**src/rtl/bus_demux_1to4.sv**
```systemverilog
// Single-outstanding 1-to-4 address-decoded bus demux between the CPU load/store
// unit and four SoC slaves, with registered slave-side request fields and a timeout.
module bus_demux_1to4 #(
  parameter int unsigned     AW     = 32,
  parameter int unsigned     DW     = 32,
  parameter logic [AW-1:0]   BASE0  = 32'h0000_0000,
  parameter logic [AW-1:0]   BASE1  = 32'h1000_0000,
  parameter logic [AW-1:0]   BASE2  = 32'h2000_0000,
  parameter logic [AW-1:0]   BASE3  = 32'h3000_0000,
  parameter logic [AW-1:0]   MASK   = 32'hF000_0000,
  parameter int unsigned     TO_CYC = 255
) (
  input  logic            clk_i,
  input  logic            rst_i,
  input  logic            req_valid_i,
  output logic            req_ready_o,
  input  logic [AW-1:0]   req_addr_i,
  input  logic            req_we_i,
  input  logic [3:0]      req_be_i,
  input  logic [DW-1:0]   req_wdata_i,
  output logic            rsp_valid_o,
  output logic [DW-1:0]   rsp_rdata_o,
  output logic            rsp_err_o,
  output logic [3:0]      s_valid_o,
  input  logic [3:0]      s_ready_i,
  output logic [AW-1:0]   s_addr_o,
  output logic            s_we_o,
  output logic [3:0]      s_be_o,
  output logic [DW-1:0]   s_wdata_o,
  input  logic [3:0]      s_rvalid_i,
  input  logic [4*DW-1:0] s_rdata_i
);

  typedef enum logic [1:0] {IDLE, REQ, WAIT, RESP} state_t;

  localparam logic [7:0] TO_LIM = 8'(TO_CYC);

  state_t        state_q, state_d;
  logic [7:0]    cnt_q, cnt_d;
  logic [1:0]    sel_q, sel_d;
  logic [3:0]    s_valid_q, s_valid_d;
  logic [AW-1:0] addr_q, addr_d;
  logic          we_q, we_d;
  logic [3:0]    be_q, be_d;
  logic [DW-1:0] wdata_q, wdata_d;
  logic          rsp_valid_q, rsp_valid_d;
  logic [DW-1:0] rsp_rdata_q, rsp_rdata_d;
  logic          rsp_err_q, rsp_err_d;

  logic [2:0]    dec;
  logic [DW-1:0] sel_rdata;

  // Returns {hit, index}; earlier slaves take priority when windows overlap.
  function automatic logic [2:0] decode(input logic [AW-1:0] a);
    if ((a & MASK) == (BASE0 & MASK)) return 3'b100;
    if ((a & MASK) == (BASE1 & MASK)) return 3'b101;
    if ((a & MASK) == (BASE2 & MASK)) return 3'b110;
    if ((a & MASK) == (BASE3 & MASK)) return 3'b111;
    return 3'b000;
  endfunction

  assign dec       = decode(req_addr_i);
  assign sel_rdata = s_rdata_i[int'(sel_q)*DW +: DW];

  always_comb begin
    state_d     = state_q;
    cnt_d       = cnt_q;
    sel_d       = sel_q;
    s_valid_d   = s_valid_q;
    addr_d      = addr_q;
    we_d        = we_q;
    be_d        = be_q;
    wdata_d     = wdata_q;
    rsp_valid_d = 1'b0;
    rsp_rdata_d = rsp_rdata_q;
    rsp_err_d   = rsp_err_q;
    case (state_q)
      IDLE: begin
        if (req_valid_i) begin
          addr_d  = req_addr_i;
          we_d    = req_we_i;
          be_d    = req_be_i;
          wdata_d = req_wdata_i;
          sel_d   = dec[1:0];
          cnt_d   = '0;
          if (dec[2]) begin
            state_d   = REQ;
            s_valid_d = 4'b0001 << dec[1:0];
          end else begin
            state_d     = RESP;
            rsp_valid_d = 1'b1;
            rsp_rdata_d = '0;
            rsp_err_d   = 1'b1;
          end
        end
      end
      REQ: begin
        if (s_ready_i[sel_q]) begin
          s_valid_d = '0;
          cnt_d     = '0;
          // A slave may accept and answer in the same cycle.
          if (s_rvalid_i[sel_q]) begin
            state_d     = RESP;
            rsp_valid_d = 1'b1;
            rsp_rdata_d = we_q ? '0 : sel_rdata;
            rsp_err_d   = 1'b0;
          end else begin
            state_d = WAIT;
          end
        end else if (cnt_q == TO_LIM) begin
          s_valid_d   = '0;
          state_d     = RESP;
          rsp_valid_d = 1'b1;
          rsp_rdata_d = '0;
          rsp_err_d   = 1'b1;
        end else begin
          cnt_d = cnt_q + 8'd1;
        end
      end
      WAIT: begin
        if (s_rvalid_i[sel_q]) begin
          state_d     = RESP;
          rsp_valid_d = 1'b1;
          rsp_rdata_d = we_q ? '0 : sel_rdata;
          rsp_err_d   = 1'b0;
        end else if (cnt_q == TO_LIM) begin
          state_d     = RESP;
          rsp_valid_d = 1'b1;
          rsp_rdata_d = '0;
          rsp_err_d   = 1'b1;
        end else begin
          cnt_d = cnt_q + 8'd1;
        end
      end
      RESP:    state_d = IDLE;
      default: state_d = IDLE;
    endcase
  end

  always_ff @(posedge clk_i) begin
    if (rst_i) begin
      state_q     <= IDLE;
      cnt_q       <= '0;
      sel_q       <= '0;
      s_valid_q   <= '0;
      addr_q      <= '0;
      we_q        <= 1'b0;
      be_q        <= '0;
      wdata_q     <= '0;
      rsp_valid_q <= 1'b0;
      rsp_rdata_q <= '0;
      rsp_err_q   <= 1'b0;
    end else begin
      state_q     <= state_d;
      cnt_q       <= cnt_d;
      sel_q       <= sel_d;
      s_valid_q   <= s_valid_d;
      addr_q      <= addr_d;
      we_q        <= we_d;
      be_q        <= be_d;
      wdata_q     <= wdata_d;
      rsp_valid_q <= rsp_valid_d;
      rsp_rdata_q <= rsp_rdata_d;
      rsp_err_q   <= rsp_err_d;
    end
  end

  assign req_ready_o = (state_q == IDLE);
  assign rsp_valid_o = rsp_valid_q;
  assign rsp_rdata_o = rsp_rdata_q;
  assign rsp_err_o   = rsp_err_q;
  assign s_valid_o   = s_valid_q;
  assign s_addr_o    = addr_q;
  assign s_we_o      = we_q;
  assign s_be_o      = be_q;
  assign s_wdata_o   = wdata_q;

endmodule
```
**config.mk**
```make
export PLATFORM = sky130hd
export DESIGN_NAME = bus_demux_1to4
export DESIGN_NICKNAME = d
export VERILOG_FILES = /design/src/rtl/bus_demux_1to4.sv
export SDC_FILE = /design/constraint.sdc
export NUM_CORES = 1
export LEC_CHECK = 0
export BUFFER_PORTS_ARGS = -buffer_cell sky130_fd_sc_hd__buf_2
export CORE_MARGIN = 8
export CORE_UTILIZATION = 35
export CTS_BUF_LIST = sky130_fd_sc_hd__clkbuf_4
export DETAILED_ROUTE_END_ITERATION = 16
export GPL_ROUTABILITY_DRIVEN = 0
export GPL_TIMING_DRIVEN = 0
export PLACE_DENSITY_LB_ADDON = 0.05
export SYNTH_ARGS = -nofsm -noshare
export SYNTH_HDL_FRONTEND = slang
export SYNTH_SLANG_ARGS = --single-unit
```
**constraint.sdc**
```tcl
create_clock -name clk_i -period 5.2 [get_ports clk_i]
set_input_delay 0.78 -clock clk_i [delete_from_list [all_inputs] [get_ports clk_i]]
set_output_delay 0.78 -clock clk_i [all_outputs]
set_load 0.01 [all_outputs]
```
==> flow_metrics.env, run 1 <==
export IMPL_clockBufferDepth=2
export IMPL_power_internal_mw=1.83
export IMPL_dr_max_layer_used="met4"
export IMPL_pwr_share_clk_pct=25.7
export IMPL_critical_path_max_fanout=9
export IMPL_start_util_pct=35.5
export IMPL_syn_area_sq_um=5570
export IMPL_r2r_end="s_valid_o[1]"
export IMPL_sequentialPowerShare_pct=39.4
export IMPL_postCtsResizedCells=0
export IMPL_drt_initial_drc_count=119
export IMPL_cp_start_kind="register"
export IMPL_hold_violations=0
export IMPL_finalSetupTns_ps=0
export IMPL_async_flop_share_pct=0
export IMPL_viasPerCell=4.84
export IMPL_cts_setup_buffers=0
export IMPL_row_count=46
export IMPL_place_hpwl_um=16400
export IMPL_avgSynthCellArea_sq_um=9.66
export IMPL_rrSetupSlack_ps=2770
export IMPL_cts_hold_fix_buffers=0
export IMPL_layout_common_cells="buf_2 (320), nand2_1 (149), dfxtp_1 (119)"
export IMPL_die_w_um=142
export IMPL_synth_seq_area_share_pct=42.8
export IMPL_grt_pass1_vias=5834
export IMPL_cp_startpoint="state_q[1]"
export IMPL_p_sw_share_pct=35.6
export IMPL_cts_buffers=17
export IMPL_wl_met2_um=9810
export IMPL_synth_cells=577
export IMPL_crit_end="s_valid_o[1]"
export IMPL_wl_per_cell_um=17.5
export IMPL_fin_nets=1124
export IMPL_firstDrtPassIters=4
export IMPL_cts_tree="yes"
export IMPL_clock_skew_final_ps=16.2
export IMPL_drtAntennaViolNets=0
export IMPL_die_area_sq_um=20200
export IMPL_ctsHtreeMaxLevel=4
export IMPL_pwr_density_cell_nw_per_um2=367
export IMPL_maxCapViolCount=0
export IMPL_max_freq_ghz=0.411
export IMPL_core_area_sq_um=15700
export IMPL_overflow=0
export IMPL_netSwitchingPower_mw=1.01
export IMPL_final_period_utilization_pct=46.8
export IMPL_period_needed_ps=2430
export IMPL_combPwrFrac_pct=34.9
export IMPL_grt_antenna_before_repair=2
export IMPL_min_from="s_addr_o[20]"
export IMPL_placed_cell_area_sq_um=7420
export IMPL_synth_edf_count=0
export IMPL_clk_pin_slew_ps=100
export IMPL_clock_sinks=119
export IMPL_drive_gt1_share_pct=45.9
export IMPL_final_common_cell="buf_2"
export IMPL_via_count=5524
export IMPL_finalSetupViolations=0
export IMPL_die_h_um=142
export IMPL_tightest_slew_ps=599
export IMPL_p_leak_nw=3.56
export IMPL_end_kind="register"
export IMPL_yosysWarnings=0
export IMPL_wl_met1_um=7420
export IMPL_run_status="complete, no violations"
export IMPL_cts_root_buf="clkbuf_4"
export IMPL_yosys_most_used_dff="dfxtp_1"
export IMPL_final_area_sq_um=7730
export IMPL_io_buffers=315
export IMPL_floorplan_io_pins=316
export IMPL_crit_arrival_ps=2900
export IMPL_slew_violations=0
export IMPL_clock_latency_ps=540
export IMPL_grt_max_degree=17
export IMPL_worstPathRequired_ps=5660
export IMPL_synthToLayoutAreaGrowth_pct=38.8
export IMPL_worstHoldPathType="register to register"
export IMPL_grt_pass1_wl_um=30600
export IMPL_drt_wl_total_um=19900
export IMPL_wl_met3_um=2180
export IMPL_ff2ff_path_depth=9
export IMPL_ys_seq_elements=119
export IMPL_grt_total_usage_pct=19.3
export IMPL_rsz0062_at_grt="no"
export IMPL_rr_startpoint="state_q[1]"
export IMPL_drcViolationCount=0
export IMPL_crit_type="register to register"
export IMPL_max_slew_margin_rel_pct=60.1
export IMPL_ys_types=46
export IMPL_irDropWorstVdd_uv=175
export IMPL_synth_fp_nets=790
[synthesized netlist by cell type, types with 2 or more instances]
cell	count	area share, %
dfxtp_1	119	43
o2bb2ai_1	2	0.31
inv_1	35	2.4
o2bb2ai_2	30	8.1
o21ai_0	4	0.36
buf_2	5	0.45
a311oi_1	2	0.31
a21oi_1	78	7.0
nor3_1	4	0.36
mux2i_1	4	0.72
ha_1	5	1.1
and3_1	2	0.22
mux4_2	34	14
nand2_1	149	10
a22o_1	2	0.31
and2_1	2	0.22
nand4_1	3	0.34
nand3_1	8	0.72
nand2b_1	6	0.67
nor2_1	12	0.81
a2111oi_0	2	0.31
xor2_1	4	0.63
nor3b_1	2	0.27
a41oi_1	2	0.31
buf_6	7	1.4
nor2b_1	3	0.34
clkbuf_1	30	2.0
a211oi_1	3	0.40
[logic make-up (layout without fill, tap and decap cells)]
logic type      after synthesis  after routing  synth area share, %
xor+xnor                      4              4                0.629
mux                          40             40                 14.9
simple gates                196            196                 14.9
flops                       119            119                 42.8
other cells                   0              3                    0
buf+inv                      77            422                 6.24
compound gates              136            136                 19.5
fa+ha+maj                     5              5                 1.12
[worst min-delay path by stage]
stage	endpoint	slack, ps	cells after the start
6_report	s_addr_o[20]	460	2
2_1_floorplan	cnt_q[1]	460	2
4_1_cts	s_addr_o[21]	410	3
3_3_place_gp	s_addr_o[11]	440	2
5_1_grt	s_addr_o[5]	410	3
3_5_place_dp	s_addr_o[29]	440	2
[flip-flops by register name, indices dropped and copies added, names as in the netlist]
| name | cells |
|---|---|
| rsp_rdata_o | 32 |
| s_addr_o | 32 |
| s_wdata_o | 32 |
| cnt_q | 8 |
| s_be_o | 4 |
| s_valid_o | 4 |
| sel_q | 2 |
| state_q | 2 |
| rsp_err_o | 1 |
| rsp_valid_o | 1 |
| s_we_o | 1 |
[layer usage]
layer,vias up,GRT usage [%]
li1,2689,-
met5,-,0
met1,2570,19.5
met2,232,33.6
met3,33,8.86
met4,0,8.08
[per-stage QoR]
stage / worst slack, ps / util [%] / total power, mW / cells / hold WS (ps)
2_1_floorplan: 3040 / - / 1.76 / 577 / 462
3_3_place_gp: 2800 / 47.2 / 2.11 / 1108 / 440
3_5_place_dp: 2750 / 47.2 / 2.14 / 1108 / 443
4_1_cts: 2700 / 49.2 / 2.88 / 1138 / 410
5_1_grt: 2560 / 49.2 / 3.03 / 1140 / 412
6_report: 2770 / 49.2 / 2.84 / 1141 / 456
[power by group through the flow]
stage                     Combinational (mW)  Clock (mW)  Sequential, mW
after floorplan                        0.571           0            1.19
after global placement                 0.981           0            1.13
after detailed placement                1.01           0            1.14
after CTS                               1.01       0.757            1.12
after global routing                    1.10       0.795            1.14
final                                  0.989       0.728            1.12
[area by class of cell]
| type | count | area [sq um] |
|---|---|---|
| clock inverter | 10 | 155 |
| inverter | 35 | 131 |
| sequential | 119 | 2380 |
| buffer | 42 | 216 |
| multi-input combinational | 381 | 2840 |
| timing repair buffer | 315 | 1580 |
| tap | 216 | 270 |
| fill | 1565 | 7980 |
| clock buffer | 20 | 150 |
| antenna | 3 | 7.51 |
[critical path: stages, from the launching register on]
cell and delay (ps):
dfxtp_1 360, inv_1 100, ha_1 170, clkbuf_1 340, and2_1 190, clkbuf_1 370, a22oi_1 120, a21oi_1 400
nand4_1 140, a21oi_1 180
Note: power is estimated with default switching activity, not from simulation.
==> run 2, diff against run 1 <==
Settings changed: ABC_AREA set to 1.
Clock period 5.2 ns to 2.1 ns, I/O delays scaled along.
==> flow_metrics.env, run 2 <==
export IMPL_yosysWarnings=0
export IMPL_hold_violations=0
export IMPL_critical_path_max_fanout=8
export IMPL_netSwitchingPower_mw=3.97
export IMPL_synth_top_cell_by_area="dfxtp_1"
export IMPL_grt_total_usage_pct=21.2
export IMPL_async_flop_share_pct=0
export IMPL_start_util_pct=35.4
export IMPL_grt_antenna_before_repair=4
export IMPL_min_from="req_wdata_i[3]"
export IMPL_synth_top_area_share_pct=37.7
export IMPL_clock_skew_final_ps=19.5
export IMPL_overflow=0
export IMPL_max_freq_ghz=0.494
export IMPL_final_common_cell="buf_2"
export IMPL_synthToLayoutAreaGrowth_pct=44.2
export IMPL_clk_pin_slew_ps=120
export IMPL_period_needed_ps=2030
export IMPL_place_hpwl_um=19000
export IMPL_finish_utilization_pct=51.0
export IMPL_grt_pass1_wl_um=38000
export IMPL_pwr_density_cell_nw_per_um2=993
export IMPL_yosys_top_cells_count="nand2_1 (292), nor2_1 (226), dfxtp_1 (119)"
export IMPL_io_buffers=314
export IMPL_syn_area_sq_um=6310
export IMPL_yosys_most_used_dff="dfxtp_1"
export IMPL_power_internal_mw=5.06
export IMPL_rr_startpoint="state_q[0]"
export IMPL_via_count=7609
export IMPL_ys_seq_elements=119
export IMPL_max_slew_margin_rel_pct=54.6
export IMPL_hold_end="s_wdata_o[3]"
export IMPL_synth_cells=999
export IMPL_crit_type="register to register"
export IMPL_sequentialPowerShare_pct=32.3
export IMPL_core_area_sq_um=17800
export IMPL_whs_path_depth=3
export IMPL_cts_tree="yes"
export IMPL_firstDrtPassIters=5
export IMPL_worstHoldPathType="primary input to register"
export IMPL_pwr_share_clk_pct=19.5
export IMPL_ff2ff_path_depth=12
export IMPL_run_status="complete, no violations"
export IMPL_die_area_sq_um=22600
export IMPL_end_kind="register"
export IMPL_drive_gt1_share_pct=30.1
export IMPL_p_sw_share_pct=44.0
export IMPL_fin_nets=1605
export IMPL_clockBufferDepth=2
export IMPL_maxCapViolCount=0
export IMPL_crit_arrival_ps=2500
export IMPL_rsz0062_at_grt="no"
export IMPL_wl_per_cell_um=15.3
export IMPL_cts_buffers=17
export IMPL_synth_edf_count=0
export IMPL_grt_pass1_vias=7272
export IMPL_drt_initial_drc_count=246
export IMPL_ctsHtreeMaxLevel=4
export IMPL_drtAntennaViolNets=0
export IMPL_irDropWorstVdd_uv=514
export IMPL_place_inst=1542
export IMPL_synth_most_common_cell="nand2_1"
export IMPL_layout_common_cells="buf_2 (335), nand2_1 (292), nor2_1 (225)"
export IMPL_p_leak_nw=4.56
export IMPL_rrSetupSlack_ps=70
export IMPL_viasPerCell=4.65
export IMPL_finalSetupTns_ps=0
export IMPL_floorplan_io_pins=316
export IMPL_tightest_slew_ps=680
export IMPL_cts_root_buf="clkbuf_4"
export IMPL_worstPathRequired_ps=2570
export IMPL_drcViolationCount=0
export IMPL_die_w_um=150
export IMPL_synth_seq_area_share_pct=37.7
export IMPL_slew_violations=0
export IMPL_stdcell_count=1638
export IMPL_synth_fp_nets=1212
export IMPL_drt_wl_total_um=25000
export IMPL_grt_max_degree=17
export IMPL_power_mw=9.04
export IMPL_cp_start_kind="register"
export IMPL_clock_sinks=119
export IMPL_ys_types=37
export IMPL_die_h_um=150
export IMPL_finalSetupViolations=0
export IMPL_avgSynthCellArea_sq_um=6.32
export IMPL_r2r_end="rsp_rdata_o[16]"
export IMPL_row_count=49
export IMPL_synth_top_cells_by_area="dfxtp_1 (38%), nand2_1 (17%), nor2_1 (13%), o21ai_0 (7.6%), a21oi_1 (4.7%)"
export IMPL_clock_latency_ps=540
export IMPL_final_period_utilization_pct=96.5
export IMPL_combPwrFrac_pct=48.1
==> run 2: power groups by stage <==
stage | sequential [mW] | combinational, mW | clock [mW]
finish | 2.92 | 4.35 | 1.77
global route | 2.98 | 4.87 | 1.93
CTS | 2.92 | 4.26 | 1.83
detailed placement | 2.96 | 4.13 | 0
global placement | 2.95 | 4.14 | 0
floorplan | 3.15 | 2.48 | 0
==> run 2: kinds of logic (layout without fill, tap and decap cells) <==
logic type | Yosys count | in the layout | share of synthesized area, %
fa+ha+maj | 5 | 5 | 0.991
compound gates | 197 | 197 | 17.2
simple gates | 585 | 585 | 37.2
buf+inv | 92 | 498 | 6.74
xor+xnor | 1 | 1 | 0.139
flops | 119 | 119 | 37.7
other cells | 0 | 4 | 0
==> run 2: metrics by stage <==
| step | setup slack (ps) | hold WS, ps | instance area [sq um] |
|---|---|---|---|
| floorplan | 309 | 455 | 6310 |
| global placement | -75.2 | 456 | 8170 |
| detailed placement | -40.1 | 466 | 8170 |
| CTS | -36.5 | 0.252 | 9040 |
| global route | 9.84 | 17.6 | 9100 |
| finish | 74.4 | 47.2 | 9100 |
==> run 2: timing repair <==
action                     in CTS  in global routing
buffers inserted                1                  1
hold buffers                   55                  0
setup endpoints to repair      30                 54
gates resized for setup         3                 11
hold endpoints to repair       55                  0
pin swaps                       1                  1
gates cloned                    0                  3
==> run 2: metal layers <==
| metal | vias to the layer above | share of wire, % | GRT usage [%] |
|---|---|---|---|
| met1 | 3334 | 42 | 24.6 |
| li1 | 3991 | - | - |
| met5 | - | 0.036 | 0 |
| met2 | 255 | 46 | 35.2 |
| met4 | 2 | 1.5 | 6.30 |
| met3 | 27 | 10 | 8.30 |
==> run 2: critical path: stages (launching register included) <==
cell     delay (ps)
dfxtp_2         370
inv_1            80
ha_2            230
inv_1           110
nor2_1           90
nor2_2          160
o21a_1          210
nand2_4         120
nor2_4          120
buf_12          140
buf_2           160
nand2_1          80
a21oi_2         100
==> run 2: worst max path at each step <==
| stage | startpoint | end | slack [ps] | cells past startpoint |
|---|---|---|---|---|
| CTS | state_q[0] | rsp_rdata_o[29] | -40 | 11 |
| finish | state_q[0] | rsp_rdata_o[16] | 70 | 12 |
| floorplan | state_q[0] | rsp_rdata_o[12] | 310 | 11 |
| global placement | state_q[0] | rsp_rdata_o[11] | -80 | 11 |
| detailed placement | state_q[0] | rsp_rdata_o[11] | -40 | 11 |
| global route | state_q[0] | rsp_rdata_o[15] | 10 | 12 |
==> run 2: area by class of cell <==
type                            instances  area [sq um]
Clock buffer                           18           135
Buffer                                 69           353
Clock inverter                         14           165
Fill cell                            1935          8740
Multi-Input combinational cell        788          3510
Antenna cell                            4          10.0
Timing Repair Buffer                  374          2170
Tap cell                              229           287
Inverter                               23          88.8
Sequential cell                       119          2380
